**src/rtl/cv32e40p_x_copro_adapter.sv**
```systemverilog
`default_nettype none
// ============================================================================
// Module   : cv32e40p_x_copro_adapter
// Brief    : CORE-V-XIF coprocessor adapter. It buffers offloaded instructions
//            until commit or kill, then runs them in order on one accelerator.
//            Macro X_COPRO_RS3_EN enables the third source operand.
// Revision : 1.0
// ============================================================================
module cv32e40p_x_copro_adapter #(
    parameter int unsigned DEPTH    = 4,
    parameter int unsigned ID_WIDTH = 4,
    parameter logic [6:0]  OPCODE   = 7'h0B
) (
    input  logic                clk_i,
    input  logic                rst_ni,
    input  logic                x_issue_valid_i,
    output logic                x_issue_ready_o,
    input  logic [31:0]         x_issue_req_instr_i,
    input  logic [ID_WIDTH-1:0] x_issue_req_id_i,
    input  logic [95:0]         x_issue_req_rs_i,
    input  logic [2:0]          x_issue_req_rs_valid_i,
    output logic                x_issue_resp_accept_o,
    output logic                x_issue_resp_writeback_o,
    output logic                x_issue_resp_loadstore_o,
    input  logic                x_commit_valid_i,
    input  logic [ID_WIDTH-1:0] x_commit_id_i,
    input  logic                x_commit_kill_i,
    output logic                acc_valid_o,
    input  logic                acc_ready_i,
    output logic [31:0]         acc_instr_o,
    output logic [95:0]         acc_rs_o,
    input  logic                acc_resp_valid_i,
    input  logic [31:0]         acc_resp_data_i,
    output logic                x_result_valid_o,
    input  logic                x_result_ready_i,
    output logic [ID_WIDTH-1:0] x_result_id_o,
    output logic [31:0]         x_result_data_o,
    output logic [4:0]          x_result_rd_o,
    output logic                x_result_we_o,
    output logic                busy_o
);

    localparam int unsigned    PTR_W    = $clog2(DEPTH);
    localparam logic [PTR_W:0] FULL_CNT = (PTR_W+1)'(DEPTH);
    localparam logic [PTR_W:0] CNT_ONE  = (PTR_W+1)'(1);
    localparam logic [PTR_W-1:0] PTR_ONE = PTR_W'(1);

    localparam logic [1:0] ST_IDLE   = 2'b00;
    localparam logic [1:0] ST_EXEC   = 2'b01;
    localparam logic [1:0] ST_WAIT   = 2'b10;
    localparam logic [1:0] ST_RESULT = 2'b11;

    // In-flight buffer
    logic [DEPTH-1:0]    ent_valid_q, ent_valid_d;
    logic [DEPTH-1:0]    ent_cmt_q,   ent_cmt_d;
    logic [DEPTH-1:0]    ent_kill_q,  ent_kill_d;
    logic [ID_WIDTH-1:0] ent_id_q    [DEPTH];
    logic [ID_WIDTH-1:0] ent_id_d    [DEPTH];
    logic [31:0]         ent_instr_q [DEPTH];
    logic [31:0]         ent_instr_d [DEPTH];
    logic [31:0]         ent_rs0_q   [DEPTH];
    logic [31:0]         ent_rs0_d   [DEPTH];
    logic [31:0]         ent_rs1_q   [DEPTH];
    logic [31:0]         ent_rs1_d   [DEPTH];
`ifdef X_COPRO_RS3_EN
    logic [31:0]         ent_rs2_q   [DEPTH];
    logic [31:0]         ent_rs2_d   [DEPTH];
`endif

    logic [PTR_W-1:0]    head_q, head_d;
    logic [PTR_W-1:0]    tail_q, tail_d;
    logic [PTR_W:0]      count_q, count_d;

    // Operation register and FSM
    logic [1:0]          state_q, state_d;
    logic [ID_WIDTH-1:0] op_id_q, op_id_d;
    logic [31:0]         op_instr_q, op_instr_d;
    logic [31:0]         op_rs0_q, op_rs0_d;
    logic [31:0]         op_rs1_q, op_rs1_d;
`ifdef X_COPRO_RS3_EN
    logic [31:0]         op_rs2_q, op_rs2_d;
`endif
    logic [31:0]         res_data_q, res_data_d;

    logic                full;
    logic                issue_ready;
    logic                opcode_match;
    logic                alloc;
    logic [DEPTH-1:0]    commit_hit;
    logic                alloc_commit_hit;
    logic                head_live;
    logic                pop_exec;
    logic                pop_drop;
    logic                retire;

`ifndef X_COPRO_RS3_EN
    logic unused_rs2;
    assign unused_rs2 = ^{x_issue_req_rs_valid_i[2], x_issue_req_rs_i[95:64]};
`endif

    // Issue handshake
    always_comb begin
        full = (count_q == FULL_CNT);
`ifdef X_COPRO_RS3_EN
        issue_ready = ~full & (&x_issue_req_rs_valid_i);
`else
        issue_ready = ~full & x_issue_req_rs_valid_i[0] & x_issue_req_rs_valid_i[1];
`endif
        opcode_match = (x_issue_req_instr_i[6:0] == OPCODE);
        alloc        = x_issue_valid_i & issue_ready & opcode_match;
    end

    // Commit lookup; the entry being allocated this cycle is matched too
    always_comb begin
        commit_hit = '0;
        for (int i = 0; i < DEPTH; i++) begin
            commit_hit[i] = x_commit_valid_i & ent_valid_q[i] & ~ent_cmt_q[i]
                          & ~ent_kill_q[i] & (ent_id_q[i] == x_commit_id_i);
        end
        alloc_commit_hit = x_commit_valid_i & alloc & ~(|commit_hit)
                         & (x_issue_req_id_i == x_commit_id_i);
    end

    always_comb begin
        head_live = ent_valid_q[head_q];
        pop_drop  = head_live & ent_kill_q[head_q];
        pop_exec  = head_live & ent_cmt_q[head_q] & (state_q == ST_IDLE);
        retire    = pop_drop | pop_exec;
    end

    always_comb begin
        ent_valid_d = ent_valid_q;
        ent_cmt_d   = ent_cmt_q;
        ent_kill_d  = ent_kill_q;
        ent_id_d    = ent_id_q;
        ent_instr_d = ent_instr_q;
        ent_rs0_d   = ent_rs0_q;
        ent_rs1_d   = ent_rs1_q;
`ifdef X_COPRO_RS3_EN
        ent_rs2_d   = ent_rs2_q;
`endif
        head_d  = head_q;
        tail_d  = tail_q;
        count_d = count_q;

        for (int i = 0; i < DEPTH; i++) begin
            if (commit_hit[i]) begin
                ent_cmt_d[i]  = ~x_commit_kill_i;
                ent_kill_d[i] = x_commit_kill_i;
            end
        end

        if (retire) begin
            ent_valid_d[head_q] = 1'b0;
            ent_cmt_d[head_q]   = 1'b0;
            ent_kill_d[head_q]  = 1'b0;
            head_d              = head_q + PTR_ONE;
        end

        // Tail never aliases a retiring head: that needs count 0 or DEPTH
        if (alloc) begin
            ent_valid_d[tail_q] = 1'b1;
            ent_cmt_d[tail_q]   = alloc_commit_hit & ~x_commit_kill_i;
            ent_kill_d[tail_q]  = alloc_commit_hit & x_commit_kill_i;
            ent_id_d[tail_q]    = x_issue_req_id_i;
            ent_instr_d[tail_q] = x_issue_req_instr_i;
            ent_rs0_d[tail_q]   = x_issue_req_rs_i[31:0];
            ent_rs1_d[tail_q]   = x_issue_req_rs_i[63:32];
`ifdef X_COPRO_RS3_EN
            ent_rs2_d[tail_q]   = x_issue_req_rs_i[95:64];
`endif
            tail_d              = tail_q + PTR_ONE;
        end

        case ({alloc, retire})
            2'b10:   count_d = count_q + CNT_ONE;
            2'b01:   count_d = count_q - CNT_ONE;
            default: count_d = count_q;
        endcase
    end

    always_comb begin
        state_d    = state_q;
        op_id_d    = op_id_q;
        op_instr_d = op_instr_q;
        op_rs0_d   = op_rs0_q;
        op_rs1_d   = op_rs1_q;
`ifdef X_COPRO_RS3_EN
        op_rs2_d   = op_rs2_q;
`endif
        res_data_d = res_data_q;

        case (state_q)
            ST_IDLE: begin
                if (pop_exec) begin
                    state_d    = ST_EXEC;
                    op_id_d    = ent_id_q[head_q];
                    op_instr_d = ent_instr_q[head_q];
                    op_rs0_d   = ent_rs0_q[head_q];
                    op_rs1_d   = ent_rs1_q[head_q];
`ifdef X_COPRO_RS3_EN
                    op_rs2_d   = ent_rs2_q[head_q];
`endif
                end
            end
            ST_EXEC: begin
                if (acc_ready_i) begin
                    if (acc_resp_valid_i) begin
                        res_data_d = acc_resp_data_i;
                        state_d    = ST_RESULT;
                    end else begin
                        state_d    = ST_WAIT;
                    end
                end
            end
            ST_WAIT: begin
                if (acc_resp_valid_i) begin
                    res_data_d = acc_resp_data_i;
                    state_d    = ST_RESULT;
                end
            end
            ST_RESULT: begin
                if (x_result_ready_i) begin
                    state_d = ST_IDLE;
                end
            end
            default: state_d = ST_IDLE;
        endcase
    end

    always_ff @(posedge clk_i) begin
        if (!rst_ni) begin
            ent_valid_q <= '0;
            ent_cmt_q   <= '0;
            ent_kill_q  <= '0;
            for (int i = 0; i < DEPTH; i++) begin
                ent_id_q[i]    <= '0;
                ent_instr_q[i] <= '0;
                ent_rs0_q[i]   <= '0;
                ent_rs1_q[i]   <= '0;
`ifdef X_COPRO_RS3_EN
                ent_rs2_q[i]   <= '0;
`endif
            end
            head_q     <= '0;
            tail_q     <= '0;
            count_q    <= '0;
            state_q    <= ST_IDLE;
            op_id_q    <= '0;
            op_instr_q <= '0;
            op_rs0_q   <= '0;
            op_rs1_q   <= '0;
`ifdef X_COPRO_RS3_EN
            op_rs2_q   <= '0;
`endif
            res_data_q <= '0;
        end else begin
            ent_valid_q <= ent_valid_d;
            ent_cmt_q   <= ent_cmt_d;
            ent_kill_q  <= ent_kill_d;
            ent_id_q    <= ent_id_d;
            ent_instr_q <= ent_instr_d;
            ent_rs0_q   <= ent_rs0_d;
            ent_rs1_q   <= ent_rs1_d;
`ifdef X_COPRO_RS3_EN
            ent_rs2_q   <= ent_rs2_d;
`endif
            head_q     <= head_d;
            tail_q     <= tail_d;
            count_q    <= count_d;
            state_q    <= state_d;
            op_id_q    <= op_id_d;
            op_instr_q <= op_instr_d;
            op_rs0_q   <= op_rs0_d;
            op_rs1_q   <= op_rs1_d;
`ifdef X_COPRO_RS3_EN
            op_rs2_q   <= op_rs2_d;
`endif
            res_data_q <= res_data_d;
        end
    end

    assign x_issue_ready_o          = issue_ready;
    assign x_issue_resp_accept_o    = alloc;
    assign x_issue_resp_writeback_o = alloc;
    assign x_issue_resp_loadstore_o = 1'b0;

    assign acc_valid_o = (state_q == ST_EXEC);
    assign acc_instr_o = op_instr_q;
`ifdef X_COPRO_RS3_EN
    assign acc_rs_o    = {op_rs2_q, op_rs1_q, op_rs0_q};
`else
    assign acc_rs_o    = {32'h0, op_rs1_q, op_rs0_q};
`endif

    assign x_result_valid_o = (state_q == ST_RESULT);
    assign x_result_id_o    = op_id_q;
    assign x_result_data_o  = res_data_q;
    assign x_result_rd_o    = op_instr_q[11:7];
    assign x_result_we_o    = |op_instr_q[11:7];

    assign busy_o = (count_q != '0) | (state_q != ST_IDLE);

endmodule
`default_nettype wire

```
**config.mk**
```make
export PLATFORM = sky130hd
export DESIGN_NAME = cv32e40p_x_copro_adapter
export DESIGN_NICKNAME = d
export VERILOG_FILES = /design/src/rtl/cv32e40p_x_copro_adapter.sv
export SDC_FILE = /design/constraint.sdc
export NUM_CORES = 1
export LEC_CHECK = 0
export CORE_MARGIN = 1.5
export CORE_UTILIZATION = 45
export DETAILED_ROUTE_END_ITERATION = 8
export PLACE_DENSITY = 0.79
export SYNTH_ARGS = -nofsm -noshare
export SYNTH_HDL_FRONTEND = slang
export SYNTH_SLANG_ARGS = --single-unit
```
**constraint.sdc**
```tcl
create_clock -name clk_i -period 3.4 [get_ports clk_i]
set_clock_uncertainty 0.2 [all_clocks]
set_input_delay 0.68 -clock clk_i [delete_from_list [all_inputs] [get_ports clk_i]]
set_output_delay 0.68 -clock clk_i [all_outputs]
set_load 0.01 [all_outputs]
```
# After elaboration in Yosys (flattened, before gate mapping)
# Index checks and enable logic that the tools add are counted.
# totals
wordCells	172
n_memories	0
mem_bits_ro	0
in_bits	179
latch_bits	0
output_inout_bits	177
mem_bits_rw	0
register_bits	553
# classes
eq_ne	16
mul	0
div	0
mux	56
bitwise_logic	48
magnitude_cmp	7
reduce_logical	13
shifts	0
addsub	4
# ops
operator	count
bitwise mux 128 bit	3
2-to-1 mux 32 bit	9
binary-select mux 32 bit (select 2 bit)	3
demux 32 bit (select 2 bit)	1
one-hot mux 32 bit (2 select lines)	1
2-to-1 mux 4 bit	9
bitwise AND 1 bit	28
== test 4 bit	5
bitwise mux 16 bit	1
2-to-1 mux 1 bit	14
bitwise AND 4 bit	3
inverter 1 bit	11
binary-select mux 4 bit (select 2 bit)	1
bitwise mux 4 bit	2
demux 4 bit (select 2 bit)	1
2-to-1 mux 2 bit	4
one-hot mux 2 bit (4 select lines)	1
== test 7 x 4 -> 1 bit (second input constant)	1
binary-select mux 1 bit (select 2 bit)	3
== test 2 bit (second input constant)	3
>= comparator 3 bit (second input constant)	2
< comparator 2 x 3 -> 1 bit (second input constant)	2
inverter 2 -> 3 bit	2
one-hot mux 3 bit (2 select lines)	1
21 further kinds	33

# Depth between registers and ports, before layout
# depth
word_depth	12
ltp_mapped	11
mapped_depth_nobuf	10

# Least setup slack after synthesis
# No wires, ideal clock.
# synth_path
kind	input-to-reg
start	input x_issue_req_instr_i[6]
end	register count_q[2]
slack_ps	473
arrival_ps	2651
setup_time_ps	76
stages	9
t_required_ps	3124
n_path_buf	0
cell_sequence	nand4bb_1 a2111oi_4 inv_2 ha_1 inv_1 fa_1 xor2_1 or3_1 a21boi_0
# synth_between
elab_chain_len	4
elab_cells_between_ends	6
cone_classes	3 x eq/ne; 1 x mux; 1 x bitwise; 1 x reduce/logical
# synth_rtl
item	line	source
start, declared	18	input logic [31:0] x_issue_req_instr_i,
== test 7 x 4 -> 1 bit *	109	opcode_match = (x_issue_req_instr_i[6:0] == OPCODE);
bitwise AND 1 bit *	110	alloc = x_issue_valid_i & issue_ready & opcode_match;
via x_issue_resp_accept_o	22	output logic x_issue_resp_accept_o,
== test 2 x 1 -> 1 bit or == test 2 bit (tied branches)	175	case ({alloc, retire})
one-hot mux 3 bit (2 select lines) or nonzero test 2 bit (tied branches)	n/a	
end signal, assigned	270	count_q <= count_d;
end, declared	72	logic [PTR_W:0] count_q, count_d;
# The timed path passes the listed nets; every way through them passes the cells marked *.
# A chain may end at the register's enable or synchronous reset.

# Final worst setup path
# layout_path
start	input x_issue_req_instr_i[6]
end	output x_issue_resp_writeback_o
# layout_between
elab_chain_len	2
# layout_rtl
item	line	source
== test 7 x 4 -> 1 bit	109	
bitwise AND 1 bit	110	
end, declared	23	output logic x_issue_resp_writeback_o,
# Every way passes these cells.

==> flow_summary_export.csv <==
group,metric,value,unit
sta,fmax,313,MHz
clock_tree,post_cts_resized,0,
final_layout,final-seq-area,11100,sq um
clock_tree,clk_pin_slew_worst_paths,0.06,ns
final_layout,num-fill-cells,4378,
grt,antenna_found_initial,6,
sta,post-route-period-util,94.1,%
routing,ant_nets,0,
clock_tree,root_buffer,"clkbuf_16",
synthesis,netlist_instances,2597,
worst_setup_path,crit_required,2.52,ns
floorplan,die_x,231,um
sta,worst_pin_slew,0.996,ns
floorplan,ios,356,
worst_setup_path,start_kind,"input pin",
grt,grt_pass1_wl,99.9,mm
floorplan,start_util,45.5,%
synthesis,ys_ff_latch,553,
worst_setup_path,r2r_setup_slack,0.50,ns
routing,drt-initial-drc-count,1221,
place,placed_cells,3408,
pwr,vdd_drop_max,418,uV
routing,vias,18999,
sta,hold_viol,0,
worst_setup_path,reg2regPathDepth,9,
hold_path,min_path_type,"flop to flop",
worst_setup_path,rr_startpoint,"head_q[1]",
worst_setup_path,cp_max_fo,3,
clock_tree,clkSinkCount,553,
synthesis,synth-main-ff-cell,"dfxtp_1",
final_layout,final_cell_mix,"1021 x nand2_1, 551 x dfxtp_1, 387 x a21boi_0",
floorplan,fp-row-count,83,
sta,slew_headroom,33.6,%
synthesis,yosys_warnings,0,
routing,drc,0,
grt,track_usage,23.4,%
sta,period_needed,3.20,ns
final_layout,drive_gt1_share,9.07,%
worst_setup_path,cp.arrival,2.32,ns
clock_tree,cts_setup_buffers,0,
grt,grt_pass1_vias,19105,
hold_path,hp-start,"ent_rs1_q[27]",
synthesis,synth_edf_count,0,
final_layout,final_nets,2981,
routing,drt_wl_total,63.4,mm
pwr,power.density,468,nW/um^2
routing,top_layer_used,"met5",
synthesis,netlist_area,23400,sq um
clock_tree,numCtsBuffers,57,
final_layout,area_delta_synth_final,23.6,%
floorplan,core,51300,sq um
pwr,leakagePower,9.43,nW
place,io_buffers,289,
synthesis,ys_seq_area_share,47.4,%
grt,overflow,0,
routing,drt_pass1_iterations,7,
clock_tree,cts_tree,"yes",
floorplan,die_h,231,um
worst_setup_path,reg2reg_to,"count_q[2]",
final_layout,final_common_cell,"nand2_1",
routing,via_per_inst,5.41,
floorplan,die_area,53300,sq um
synthesis,synthArstFlopShare,0,%
sta,setup_viol,0,
pwr,finalPower,13.5,mW
sta,drv_slew,0,
final_layout,multi_input_area,11300,sq um
sta,rsz0062_at_grt,"no",
routing,route.met2.wl,31.1,mm
routing,drt-met1-wl,26.1,mm
clock_tree,cts_buffer_depth,3,
routing,wl_met3,4.30,mm
run,max_cap_violations,0,
grt,grt_max_degree,210,
routing,wl_per_cell,18.0,um
synthesis,syn_avg_cell_area,9.00,sq um
place,place_congestion,0.812,
hold_path,hold_depth,2,
worst_setup_path,critPathCaptureType,"primary output",
clock_tree,cts_htree_levels,2,
place,dp.final_hpwl,38.5,mm
worst_setup_path,setup.worst_path.class,"input pin to primary output",
synthesis,synth.distinct_cells,41,
hold_path,whs_endpoint,"ent_rs1_q[27]",
clock_tree,hold_buffers,0,
final_layout,instances_no_fill,3515,
status,status,"completed",
clock_tree,clock_latency,0.62,ns
[metal layers]
layer  GRT usage (%)  vias up
li1                -     8952
met1            28.6     9177
met2            41.1      717
met3            4.14      147
met4            8.52        6
met5               0        -
[sequential cells by signal, summed over array words and instances (netlist names)]
signal and flops:
state_q 2, ent_valid_q 4, acc_instr_o 32, count_q 3, ent_rs1_q 128, op_rs1_q 32
x_result_data_o 32, op_rs0_q 32, ent_rs0_q 128, x_result_id_o 4, tail_q 2, ent_cmt_q 4
head_q 2, ent_kill_q 4, ent_id_q 16, ent_instr_q 128
[how the worst max path moves through the flow]
stage	end	cells past startpoint	slack (ns)	startpoint
5_1_grt	busy_o	5	0.13	state_q[0]
3_3_place_gp	count_q[2]	11	0.08	x_issue_req_instr_i[6]
3_5_place_dp	ent_rs1_q[80]	10	-0.004	x_issue_req_instr_i[6]
2_1_floorplan	count_q[2]	9	0.47	x_issue_req_instr_i[6]
4_1_cts	x_issue_resp_writeback_o	4	0.18	x_issue_req_instr_i[6]
6_report	x_issue_resp_writeback_o	4	0.20	x_issue_req_instr_i[6]
[per-stage QoR]
| stage | TNS, ns | worst slack, ns | hold slack, ns | instance area [sq um] | utilization (%) |
|---|---|---|---|---|---|
| 2_1_floorplan | 0 | 0.473 | 0.232 | 23500 | - |
| 3_3_place_gp | 0 | 0.0820 | 0.237 | 26900 | 52.5 |
| 3_5_place_dp | -0.00438 | -0.00438 | 0.243 | 26900 | 52.5 |
| 4_1_cts | 0 | 0.181 | 0.251 | 28900 | 56.3 |
| 5_1_grt | 0 | 0.131 | 0.267 | 28900 | 56.3 |
| 6_report | 0 | 0.202 | 0.250 | 28900 | 56.3 |
[critical path, cell delays in order]
cell and delay [ns]:
clkdlybuf4s50_1 0.40, nand4bb_1 0.24, a2111oi_4 0.40, clkdlybuf4s50_1 0.60
[cells by family after synthesis]
logic type	share of synthesized area (%)
simple gates	17.9
compound gates	18.1
flops	47.4
buf+inv	4.93
mux	9.97
xor+xnor	0.862
fa+ha+maj	0.835
other cells	0.0161
[power by group]
part / switching [mW] / leakage, nW / internal [mW]
clock network: 2.60 / 0.950 / 3.77
logic: 0.302 / 4.03 / 0.334
registers: 0.0141 / 4.45 / 6.50
[cell usage after synthesis (all sizes together), types with 9 or more instances]
cell type  number  share of area [%]
nand2        1025                 16
dfxtp         553                 47
a21boi        507                 16
clkbuf        153                2.5
mux4          103                9.9
buf            85                2.2
inv            18               0.29
and3           17               0.46
xor2           17               0.64
o21ai          15               0.32
ha             14               0.75
a31oi          12               0.32
o21a           12               0.39
nor2            9               0.19
[final cells by class]
cell class / instances / area share, %
multi-input combinational: 1820 / 39.2
sequential: 553 / 38.4
timing repair buffer: 337 / 12.5
clock buffer: 91 / 6.11
tap: 680 / 2.95
clock inverter: 13 / 0.615
inverter: 18 / 0.234
antenna: 3 / 0.0260
(Power assumes the default switching activity.)
